==> src/rtl/dip_median_pkg.sv <==
// Shared types and constants for the 5x5 median filter control path.
package dip_median_pkg;

  // Window radius: a 5x5 window reaches two pixels either side of its centre.
  localparam int unsigned WIN_RAD = 32'd2;

  typedef enum logic [1:0] {
    IDLE  = 2'd0,
    RUN   = 2'd1,
    FLUSH = 2'd2,
    DRAIN = 2'd3
  } ctrl_state_e;

  // Sideband that travels alongside the sorter network.
  typedef struct packed {
    logic vld;
    logic border;
    logic sof;
    logic eol;
    logic eof;
  } side_t;

  // Window shifts needed before the first centre (0,0) is in the middle of
  // the window: two full lines plus two pixels.
  function automatic int unsigned flush_len(input int unsigned img_w);
    return WIN_RAD * img_w + WIN_RAD;
  endfunction

endpackage

==> src/rtl/dip_side_dly.sv <==
// Sideband delay line matching the sorter-network latency.
module dip_side_dly
  import dip_median_pkg::*;
#(
  parameter int unsigned DEPTH = 6
) (
  input  logic  clk,
  input  logic  rst_n,
  input  logic  sw_rst_n,
  input  logic  en,
  input  side_t d,
  output side_t q
);

  side_t stg_r [DEPTH];

  // Shift one stage per enabled cycle; either reset empties every stage.
  always_ff @(posedge clk or negedge rst_n) begin
    if (!rst_n) begin
      for (int i = 0; i < int'(DEPTH); i++) stg_r[i] <= '0;
    end else if (!sw_rst_n) begin
      for (int i = 0; i < int'(DEPTH); i++) stg_r[i] <= '0;
    end else if (en) begin
      stg_r[0] <= d;
      for (int i = 1; i < int'(DEPTH); i++) stg_r[i] <= stg_r[i-1];
    end
  end

  assign q = stg_r[DEPTH-1];

endmodule

==> src/rtl/dip_median_5x5_ctrl.sv <==
// Frame sequencer for the 5x5 median filter: input handshake, line-buffer
// and window strobes, centre coordinate tracking and output sideband.
module dip_median_5x5_ctrl
  import dip_median_pkg::*;
#(
  parameter int unsigned IMG_W    = 640,
  parameter int unsigned IMG_H    = 480,
  parameter int unsigned SORT_LAT = 6,
  parameter int unsigned CNT_W    = 12
) (
  input  logic             clk,
  input  logic             rst_n,
  input  logic             sw_rst_n,
  input  logic             start,
  output logic             busy,
  output logic             done,
  input  logic             in_vld,
  output logic             in_rdy,
  input  logic             out_rdy,
  output logic             pipe_en,
  output logic             lb_wr_en,
  output logic [CNT_W-1:0] lb_col,
  output logic             win_shift,
  output logic             out_vld,
  output logic             out_border,
  output logic             out_sof,
  output logic             out_eol,
  output logic             out_eof
);

  localparam int unsigned      S_W        = 2 * CNT_W;
  localparam logic [S_W-1:0]   F_C        = S_W'(flush_len(IMG_W));
  // Total shifts per frame: every input pixel plus the flush shifts.
  localparam logic [S_W-1:0]   S_END_C    = S_W'(IMG_W * IMG_H + flush_len(IMG_W));
  localparam logic [CNT_W-1:0] COL_LAST_C = CNT_W'(IMG_W - 1);
  localparam logic [CNT_W-1:0] ROW_LAST_C = CNT_W'(IMG_H - 1);
  localparam logic [CNT_W-1:0] COL_HI_C   = CNT_W'(IMG_W - 1 - WIN_RAD);
  localparam logic [CNT_W-1:0] ROW_HI_C   = CNT_W'(IMG_H - 1 - WIN_RAD);
  localparam logic [CNT_W-1:0] EDGE_C     = CNT_W'(WIN_RAD);

  ctrl_state_e      state_r, state_s;
  logic [CNT_W-1:0] in_col_r, in_row_r;
  logic [CNT_W-1:0] ctr_col_r, ctr_row_r;
  logic [S_W-1:0]   s_r, s_next_s;
  logic             done_r;
  logic             pipe_en_s, in_rdy_s, lb_wr_en_s, win_shift_s;
  logic             start_acc_s, done_set_s, eof_hs_s, ctr_vld_s;
  side_t            side_d_s, side_q_s;

  assign pipe_en_s = out_rdy | ~side_q_s.vld;
  assign eof_hs_s  = side_q_s.vld & side_q_s.eof & out_rdy;
  assign s_next_s  = s_r + S_W'(1);
  // Centre index s-F is valid for exactly IMG_W*IMG_H shifts.
  assign ctr_vld_s = win_shift_s & (s_next_s >= F_C) & (s_next_s < S_END_C);

  // Next-state and strobe decode.
  always_comb begin
    state_s     = state_r;
    in_rdy_s    = 1'b0;
    lb_wr_en_s  = 1'b0;
    win_shift_s = 1'b0;
    start_acc_s = 1'b0;
    done_set_s  = 1'b0;
    case (state_r)
      IDLE: begin
        if (start) begin
          state_s     = RUN;
          start_acc_s = 1'b1;
        end else begin
          state_s = IDLE;
        end
      end
      RUN: begin
        in_rdy_s = pipe_en_s;
        if (in_vld && pipe_en_s) begin
          lb_wr_en_s  = 1'b1;
          win_shift_s = 1'b1;
          if (in_col_r == COL_LAST_C && in_row_r == ROW_LAST_C) begin
            state_s = FLUSH;
          end else begin
            state_s = RUN;
          end
        end else begin
          state_s = RUN;
        end
      end
      FLUSH: begin
        win_shift_s = pipe_en_s;
        // With a very short sorter the final output can leave during flush.
        if (eof_hs_s) begin
          state_s    = IDLE;
          done_set_s = 1'b1;
        end else if (pipe_en_s && s_next_s == S_END_C) begin
          state_s = DRAIN;
        end else begin
          state_s = FLUSH;
        end
      end
      DRAIN: begin
        if (eof_hs_s) begin
          state_s    = IDLE;
          done_set_s = 1'b1;
        end else begin
          state_s = DRAIN;
        end
      end
      default: state_s = IDLE;
    endcase
  end

  // Sideband for the centre entering the sorter this cycle.
  always_comb begin
    side_d_s = '0;
    if (ctr_vld_s) begin
      side_d_s.vld    = 1'b1;
      side_d_s.border = (ctr_col_r < EDGE_C) | (ctr_col_r > COL_HI_C) |
                        (ctr_row_r < EDGE_C) | (ctr_row_r > ROW_HI_C);
      side_d_s.sof    = (ctr_col_r == '0) & (ctr_row_r == '0);
      side_d_s.eol    = (ctr_col_r == COL_LAST_C);
      side_d_s.eof    = (ctr_col_r == COL_LAST_C) & (ctr_row_r == ROW_LAST_C);
    end else begin
      side_d_s = '0;
    end
  end

  // State register and done pulse.
  always_ff @(posedge clk or negedge rst_n) begin
    if (!rst_n) begin
      state_r <= IDLE;
      done_r  <= 1'b0;
    end else if (!sw_rst_n) begin
      state_r <= IDLE;
      done_r  <= 1'b0;
    end else begin
      state_r <= state_s;
      done_r  <= done_set_s;
    end
  end

  // Input raster, shift count and centre raster counters; cleared per frame.
  always_ff @(posedge clk or negedge rst_n) begin
    if (!rst_n) begin
      in_col_r  <= '0;
      in_row_r  <= '0;
      s_r       <= '0;
      ctr_col_r <= '0;
      ctr_row_r <= '0;
    end else if (!sw_rst_n || start_acc_s) begin
      in_col_r  <= '0;
      in_row_r  <= '0;
      s_r       <= '0;
      ctr_col_r <= '0;
      ctr_row_r <= '0;
    end else begin
      if (lb_wr_en_s) begin
        if (in_col_r == COL_LAST_C) begin
          in_col_r <= '0;
          in_row_r <= in_row_r + CNT_W'(1);
        end else begin
          in_col_r <= in_col_r + CNT_W'(1);
        end
      end
      if (win_shift_s) s_r <= s_next_s;
      if (ctr_vld_s) begin
        if (ctr_col_r == COL_LAST_C) begin
          ctr_col_r <= '0;
          ctr_row_r <= ctr_row_r + CNT_W'(1);
        end else begin
          ctr_col_r <= ctr_col_r + CNT_W'(1);
        end
      end
    end
  end

  dip_side_dly #(.DEPTH(SORT_LAT)) u_side_dly (
    .clk      (clk),
    .rst_n    (rst_n),
    .sw_rst_n (sw_rst_n),
    .en       (pipe_en_s),
    .d        (side_d_s),
    .q        (side_q_s)
  );

  assign busy       = (state_r != IDLE);
  assign done       = done_r;
  assign in_rdy     = in_rdy_s;
  assign pipe_en    = pipe_en_s;
  assign lb_wr_en   = lb_wr_en_s;
  assign lb_col     = in_col_r;
  assign win_shift  = win_shift_s;
  assign out_vld    = side_q_s.vld;
  assign out_border = side_q_s.border;
  assign out_sof    = side_q_s.sof;
  assign out_eol    = side_q_s.eol;
  assign out_eof    = side_q_s.eof;

endmodule

==> config.mk <==
export PLATFORM = sky130hd
export DESIGN_NAME = dip_median_5x5_ctrl
export DESIGN_NICKNAME = d
export VERILOG_FILES = /design/src/rtl/dip_median_pkg.sv /design/src/rtl/dip_side_dly.sv /design/src/rtl/dip_median_5x5_ctrl.sv
export SDC_FILE = /design/constraint.sdc
export NUM_CORES = 1
export LEC_CHECK = 0
export BUFFER_PORTS_ARGS = -buffer_cell sky130_fd_sc_hd__buf_2
export CORE_MARGIN = 10
export CORE_UTILIZATION = 55
export DETAILED_ROUTE_END_ITERATION = 7
export GPL_TIMING_DRIVEN = 1
export PLACE_DENSITY = 0.73
export SLEW_MARGIN = 20
export SYNTH_ARGS = -nofsm -noshare
export SYNTH_HDL_FRONTEND = slang
export SYNTH_HIERARCHICAL = 1
export SYNTH_SLANG_ARGS = --single-unit
==> constraint.sdc <==
create_clock -name clk -period 4.3 [get_ports clk]
set_input_delay 0.43 -clock clk [delete_from_list [all_inputs] [get_ports clk]]
set_output_delay 0.43 -clock clk [all_outputs]
set_load 0.01 [all_outputs]
==> metrics.md, run 1 <==
| Metric | Value |
|---|---|
| Fin cells | `between 800 and 900` |
| Post-synthesis mux area share | `5.357%` |
| Fill cell count | `935` |
| IO Pins | `29` |
| CP Launch Type | `register` |
| Initial antenna violation count | `0` |
| Layout cell share with drive strength beyond 1 | `10.03%` |
| Ys flop type | `dfrtp_1` |
| Final ANT Viol Nets | `0` |
| Count of final hold-check violations | `0` |
| Asr flop ratio synth | `100.0%` |
| Cells after synthesis | `around 680` |
| Synthesis-to-layout area growth | `7.419%` |
| Cell variety after synth | `between 60 and 70` |
| Power, Total | `roughly 1.9 mW` |
| Vias | `5,065` |
| Pre-Repair DR Iteration Count | `5` |
| Worst vdd ir | `0.2722 mV` |
| TritonCTS Buffers | `9` |
| Placed insts | `811` |
| Crit share post-route | `87.73%` |
| Grt ovf | `0` |
| CP Data Required Time | `4.59 ns` |
| GRT Util Overall | `17.82%` |
| Worst-Margin Slew | `0.7675 ns` |
| Drt total wl | `13,970 um` |
| DR iter-0 viols | `399` |
| Type of the worst setup path | `register to register` |
| # diodes | `0` |
| Period minus WS final | `3.772 ns` |
| Top post-synthesis cells by count | `dfrtp_1 (105), nor2_1 (70), nand2_1 (64)` |
| Count of final setup violators | `0` |
| Average routed wire per standard cell | `about 17 um` |
| Syn. warnings | `6` |
| Sequential fraction of the synthesis area | `42.45%` |
| HP Class | `input pin to register` |
| Die X | `126.1 um` |
| Max-Cap Viols | `0` |
| Most common cell in the synthesized netlist | `dfrtp_1` |
| Top cells by area, synth | `dfrtp_1 (42%), mux2i_1 (5.2%), nor2_1 (4.2%), nand2_1 (3.9%), xor2_1 (3.4%)` |
| Sequential power share | `between 50% and 60%` |
| Status | `finished clean` |
| CTS tree | `built` |
| Max Freq | `0.2651 GHz` |
| CTS clk-pin slew, worst paths | `0.08 ns` |
| Leak pwr | `3.028 nW` |
| Number of synthesized flops with an enable pin | `0` |
| H-tree level count | `3` |
| Multi-input gate area in the final layout | `0.003247 sq mm` |
| Relative slew slack | `48.79%` |
| Simple-gate share of the synthesized area | `27.33%` |
| Post-Syn Nets | `697` |
| Comb pwr share | `under 10%` |
| Post-CTS Setup Inserts | `0` |
| Final setup skew | `0.01249 ns` |
| Post-route setup TNS | `0 ns` |
| Die height | `between 100 and 150 um` |
| Switching Share | `a little under a quarter` |
| Synthesized area per cell | `roughly 9 sq um` |
| Site row count | `38` |
| Max FO, Critical Path | `15` |
| Longest Clk Path Bufs | `2` |
| RSZ-0062 raised after global routing | `false` |
| Cell Area, Synth | `0.006190 sq mm` |
| Top-area cell type share of the netlist area | `42.45%` |
| Arr. time, crit path | `4.06 ns` |
| DR vias/cell | `6.117` |
| Residual DRC count | `0` |
| Adder-Cell Fraction of Synth Area | `3.032%` |
| Final HPWL DP | `approximately 9500 um` |
| XOR/XNOR Fraction of Synth Area | `4.952%` |
| Final net count | `between 700 and 800` |
| Port-buffer cells | `28` |
| Worst skew pair latency | `about 0.36 ns` |
| Internal power | `1.440 mW` |
| Synth Register Bits | `around 110` |
| Largest family of logic cells by synthesized area | `simple AND/OR/NAND/NOR gates` |
| CTS Root Cell | `clkbuf_16` |
| Yosys top cell by area | `dfrtp_1` |
| Fin. max-slew vios | `0` |
| Pwr dens | `approximately 280 mW/mm^2` |
| First-pass GRT wire length | `24,170 um` |
| Core area | `0.01094 sq mm` |
| CTS resizes | `0` |
| P_sw | `about 0.44 mW` |
| CTS sink cnt | `between 100 and 150` |
| GP Congestion | `0.9204` |
| Largest net degree at the start of global routing | `79` |
| Initial core utilization | `56.60%` |
| Vias in the first global route | `4,908` |
| Hold Buf Count CTS | `0` |
| Clock Power Share | `between 40 and 50%` |
| Crit. End Element | `register` |
| Compound-Gate Fraction of Synth Area | `a little under an eighth` |
| Die Area | `between 0.015 and 0.02 sq mm` |
| Sequential cell area | `0.002628 sq mm` |
-- metal layers --
layer	global-route usage, %	wire length, um	vias up
li1	-	-	2434
met1	23.37	6223	2458
met2	28.06	6690	145
met3	4.782	797	28
met4	5.559	257	0
met5	0	0	-
-- final cells by class --
class,instances,share of cell area (%)
Clock buffer,11,3.801
Clock inverter,4,0.5269
Inverter,19,1.073
Multi-Input combinational cell,511,48.83
Sequential cell,105,39.52
Tap cell,140,2.635
Timing Repair Buffer,38,3.613
-- sequential cells by signal (all words and copies together), names as in the netlist --
| register | flops |
|---|---|
| u_side_dly/q | 5 |
| state_r | 2 |
| s_r | 24 |
| u_side_dly/stg_r | 25 |
| in_row_r | 12 |
| done | 1 |
| ctr_col_r | 12 |
| ctr_row_r | 12 |
| lb_col | 12 |
-- layout by cell type (no fill, tap or decap), types with 3 or more instances in the layout --
cell / netlist / layout
o21ai_1: 3 / 3
mux2i_1: 32 / 32
xnor2_1: 11 / 11
a311oi_1: 3 / 3
or4_1: 5 / 5
nand3b_1: 5 / 5
o21ai_0: 22 / 22
ha_1: 15 / 15
nor2b_1: 32 / 32
nand3_1: 37 / 37
nor2_1: 70 / 70
a31oi_1: 14 / 14
nor4_1: 17 / 17
o311ai_1: 4 / 4
a211oi_1: 4 / 4
buf_4: 6 / 9
nand2b_1: 7 / 6
xor2_1: 24 / 24
nor3_1: 15 / 15
a21oi_1: 17 / 17
and2_1: 4 / 4
nand4_1: 24 / 24
a31o_1: 8 / 8
and3_1: 17 / 17
and4_1: 4 / 4
buf_2: 7 / 27
inv_1: 18 / 18
nand2_1: 64 / 63
inv_6: 0 / 3
dfrtp_1: 105 / 105
or3_1: 7 / 7
o31ai_1: 12 / 12
clkbuf_16: 0 / 9
-- cells by family (layout without fill, tap and decap cells) --
family / after synthesis / count (layout)
adders and majority gates: 15 / 15
AOI/OAI and AO/OA: 105 / 105
xor gates and xnor gates: 35 / 35
DFF: 105 / 105
buffers and inverters: 60 / 72
muxes: 33 / 33
and+or+nand+nor: 323 / 323
-- through the flow --
stage	worst slack [ns]	util [%]	cell area [sq um]	hold slack [ns]
final	0.5278	60.80	6649	0.3915
after global routing	0.1231	60.80	6649	0.4211
after CTS	0.5958	60.46	6611	0.2660
after detailed placement	0.6239	57.83	6324	0.5294
after global placement	0.6825	57.83	6324	0.5109
after floorplan	1.129	-	6190	0.1344
-- worst max-delay path: stages (launching register included) --
cell and delay (ns):
dfrtp_1 0.49, ha_1 0.28, nand3_1 0.24, nor4_1 0.53
a211oi_1 0.15, nor3_1 0.35, or4_4 0.21, a2bb2oi_2 0.59
nand2_4 0.19, nor4_1 0.42, mux2i_1 0.13, nor2b_1 0.11
-- power by group through the flow --
stage                     registers (mW)  logic (mW)  clock network (mW)
after floorplan                     1.01      0.0419                   0
after global placement              1.01      0.0806                   0
after detailed placement            1.01      0.0821                   0
after CTS                          0.990      0.0822               0.827
after global routing               0.990      0.0956               0.868
final                              0.990      0.0844               0.809
-- path summary, 6_finish.rpt --
kind                              start              endpoint  slack [ns]  cells past startpoint
setup reg to reg                 s_r[0]  u_side_dly/stg_r[27]        0.53                     11
hold / removal                    start            state_r[0]        0.39                      3
setup / recovery                 s_r[0]  u_side_dly/stg_r[27]        0.53                     11
min in group asynchronous         rst_n       u_side_dly/q[1]        0.50                      2
hold reg to reg            in_row_r[11]          in_row_r[11]        0.55                      2
max in group asynchronous         rst_n               s_r[15]        2.81                      4
Note: power is estimated with default switching activity, not from simulation.
==> inputs of run 2 (changes only) <==
PLACE_DENSITY = default   (was 0.73)
PLACE_DENSITY_LB_ADDON = 0.05   (was default)
==> run 2 against run 1 <==
Against the previous run:
- cell count down 0.24%
- sequential power about the same
- core utilization down 0.37 points
==> metrics.md, run 2 (same netlist as run 1, synthesis figures left out) <==
| Metric | Value |
|---|---|
| Critical Path Most Common Cell | `nor4_1` |
| Max-Cap Viols | `0 (unchanged)` |
| Reg2reg path depth | `11 (unchanged)` |
| Crit. End Element | `register` |
| Count of final setup violators | `0 (unchanged)` |
| Grt ovf | `0 (unchanged)` |
| Final design area excluding fillers | `0.006609 sq mm (-0.60%)` |
| FF-to-FF Start | `s_r[0]` |
| HP Class | `input pin to async pin` |
| Initial antenna violation count | `0 (unchanged)` |
| Largest net degree at the start of global routing | `76 (-3.8%)` |
| Residual DRC count | `0 (unchanged)` |
| Pwr dens | `284.7 mW/mm^2 (+0.45%)` |
| Worst R2R End | `u_side_dly/stg_r[27]` |
| Drt total wl | `13,920 um (-0.34%)` |
| Relative slew slack | `36.00% (-13 points)` |
| Count of final hold-check violations | `0 (unchanged)` |
| Commonest non-fill, non-tap cell in the layout | `dfrtp_1` |
| CTS sink cnt | `105 (unchanged)` |
| Leak pwr | `3.010 nW (-0.59%)` |
| Vias in the first global route | `4,828 (-1.6%)` |
| CTS tree | `built` |
| Synthesis-to-layout area growth | `6.772%` |
| H-tree level count | `3 (unchanged)` |
| Site row count | `38 (unchanged)` |
| Internal power | `1.425 mW (-1.0%)` |
| Longest Clk Path Bufs | `2 (unchanged)` |
| Worst vdd ir | `0.3610 mV (+33%)` |
| Fin. max-slew vios | `0 (unchanged)` |
| Multi-input gate area in the final layout | `0.003247 sq mm (unchanged)` |
| Largest registers | `u_side_dly/stg_r (25), s_r (24)` |
| Pre-Repair DR Iteration Count | `5 (unchanged)` |
| Max Freq | `0.2529 GHz (-4.6%)` |
| Post-CTS Setup Inserts | `0 (unchanged)` |
| RSZ-0062 raised after global routing | `false` |
| P_sw | `0.4567 mW (+2.7%)` |
| GP Congestion | `0.8971 (-2.5%)` |
| DR iter-0 viols | `475 (+19%)` |
| Initial core utilization | `56.60% (unchanged)` |
| Sequential cell area | `0.002628 sq mm (unchanged)` |
| CP Data Required Time | `4.59 ns (about the same)` |
| Comb pwr share | `4.3% (-0.2 points)` |
| Final setup skew | `0.01304 ns (+0.0005439 ns)` |
| Fill cell count | `955 (+2.1%)` |
| Commonest non-fill, non-tap cells in the layout | `dfrtp_1 (105), nor2_1 (70), nand2_1 (63)` |
| CTS Root Cell | `clkbuf_16` |
| Die X | `126.1 um (unchanged)` |
| Max stage delay on crit path | `0.62 ns (+0.03 ns)` |
| # diodes | `0 (unchanged)` |
| DR vias/cell | `5.987 (-2.1%)` |
| Arr. time, crit path | `4.24 ns (+0.18 ns)` |
| Vias | `4,945 (-2.4%)` |
| Post-route setup TNS | `0 ns (unchanged)` |
| TritonCTS Buffers | `9 (unchanged)` |
| Utilization after layout | `60.43% (-0.37 points)` |
| Type of the worst setup path | `register to register` |
| Hold Buf Count CTS | `0 (unchanged)` |
| Clock Power Share | `43.1% (about the same)` |
| Core area | `0.01094 sq mm (unchanged)` |
| CTS clk-pin slew, worst paths | `0.07 ns (about the same)` |
| Status | `finished clean` |
| Worst skew pair latency | `0.36 ns (about the same)` |
| Sequential power share | `52.6% (about the same)` |
| IO Pins | `29 (unchanged)` |
| CP Launch Type | `register` |
| Max FO, Critical Path | `15 (unchanged)` |
| Crit share post-route | `91.97% (+4.2 points)` |
| GRT Util Overall | `17.44% (-0.38 points)` |
| Final net count | `703 (-0.28%)` |
| Final ANT Viol Nets | `0 (unchanged)` |
| Port-buffer cells | `28 (unchanged)` |
| Most flop-heavy register | `u_side_dly/stg_r` |
| R2R Setup Slk | `0.35 ns (-0.18 ns)` |
| Average routed wire per standard cell | `16.85 um (about the same)` |
| Die height | `126.1 um (unchanged)` |
| Period minus WS final | `3.955 ns (+0.1823 ns)` |
| Switching Share | `24.28% (+0.68 points)` |
| Worst-Margin Slew | `0.9601 ns (+0.1926 ns)` |
| Final HPWL DP | `9462 um (-0.23%)` |
| First-pass GRT wire length | `23,690 um (-2.0%)` |
| Crit path cell chain | `ha_1 > nand3_1 > nor4_1 > a211oi_1 > nor3_1 > or4_4 > a2bb2oi_2 > nand2_4 > nor4_1 > mux2i_1 > nor2b_1` |
| Die Area | `0.01590 sq mm (unchanged)` |
| Layout cell share with drive strength beyond 1 | `9.913% (-0.12 points)` |
| CTS resizes | `0 (unchanged)` |
| Post-Place Cell Area | `0.006324 sq mm (unchanged)` |
| Slowest CP cell | `nor4_1` |
| Max FFs per register | `25 (unchanged)` |
## run 2: cell count changes in the layout (fill, tap and decap cells not counted), sizes merged
cell,previous run,this run
buf,37,36
inv,22,23
dlygate4sd3,1,0
clkbuf,11,10
## run 2: power by group through the flow
stage	combinational, mW	sequential, mW	clock (mW)
after global routing	0.0915	0.990	0.870
final	0.0803	0.990	0.811
after floorplan	0.0419	1.01	0
after CTS	0.0826	0.990	0.835
after detailed placement	0.0824	1.01	0
after global placement	0.0805	1.01	0
## run 2: metal layers
metal  wire length (um)  track usage [%]
met2               6581            27.39
met4                226            5.894
met5                  0                0
met3                561            4.950
met1               6553            22.59
## run 2: worst max-delay path by stage
stage / from / to / slack [ns] / cells after the start
6_report: s_r[0] / u_side_dly/stg_r[27] / 0.35 / 11
5_1_grt: s_r[0] / u_side_dly/stg_r[27] / 0.10 / 11
4_1_cts: s_r[0] / u_side_dly/stg_r[27] / 0.42 / 11
3_5_place_dp: s_r[0] / u_side_dly/stg_r[25] / 0.51 / 12
3_3_place_gp: s_r[0] / u_side_dly/stg_r[25] / 0.72 / 12
2_1_floorplan: s_r[0] / ctr_col_r[10] / 1.13 / 10
## run 2: critical path, delay by kind of cell, from the launching register on
family	cells	cell delay [ns]
AND/OR/NAND/NOR	7	2.20
AO/OA/AOI/OAI	2	0.76
flip-flops	1	0.49
adder cells (fa/ha/maj)	1	0.29
multiplexers	1	0.14
## run 2: layout make-up
| cell class | instances | share of cell area, % |
|---|---|---|
| Clock buffer | 10 | 3.616 |
| Clock inverter | 5 | 0.7005 |
| Inverter | 19 | 1.079 |
| Multi-Input combinational cell | 511 | 49.13 |
| Sequential cell | 105 | 39.76 |
| Tap cell | 140 | 2.651 |
| Timing Repair Buffer | 36 | 3.067 |
## run 2: stage by stage
stage                     cells  setup WS (ns)  power [mW]  hold WS (ns)
after CTS                   826         0.4209       1.907        0.2567
after global placement      811         0.7194       1.090        0.5208
after global routing        826         0.1037       1.952        0.2828
final                       826         0.3455       1.881        0.1920
after detailed placement    811         0.5140       1.092        0.5247
after floorplan             676          1.129       1.051        0.1344
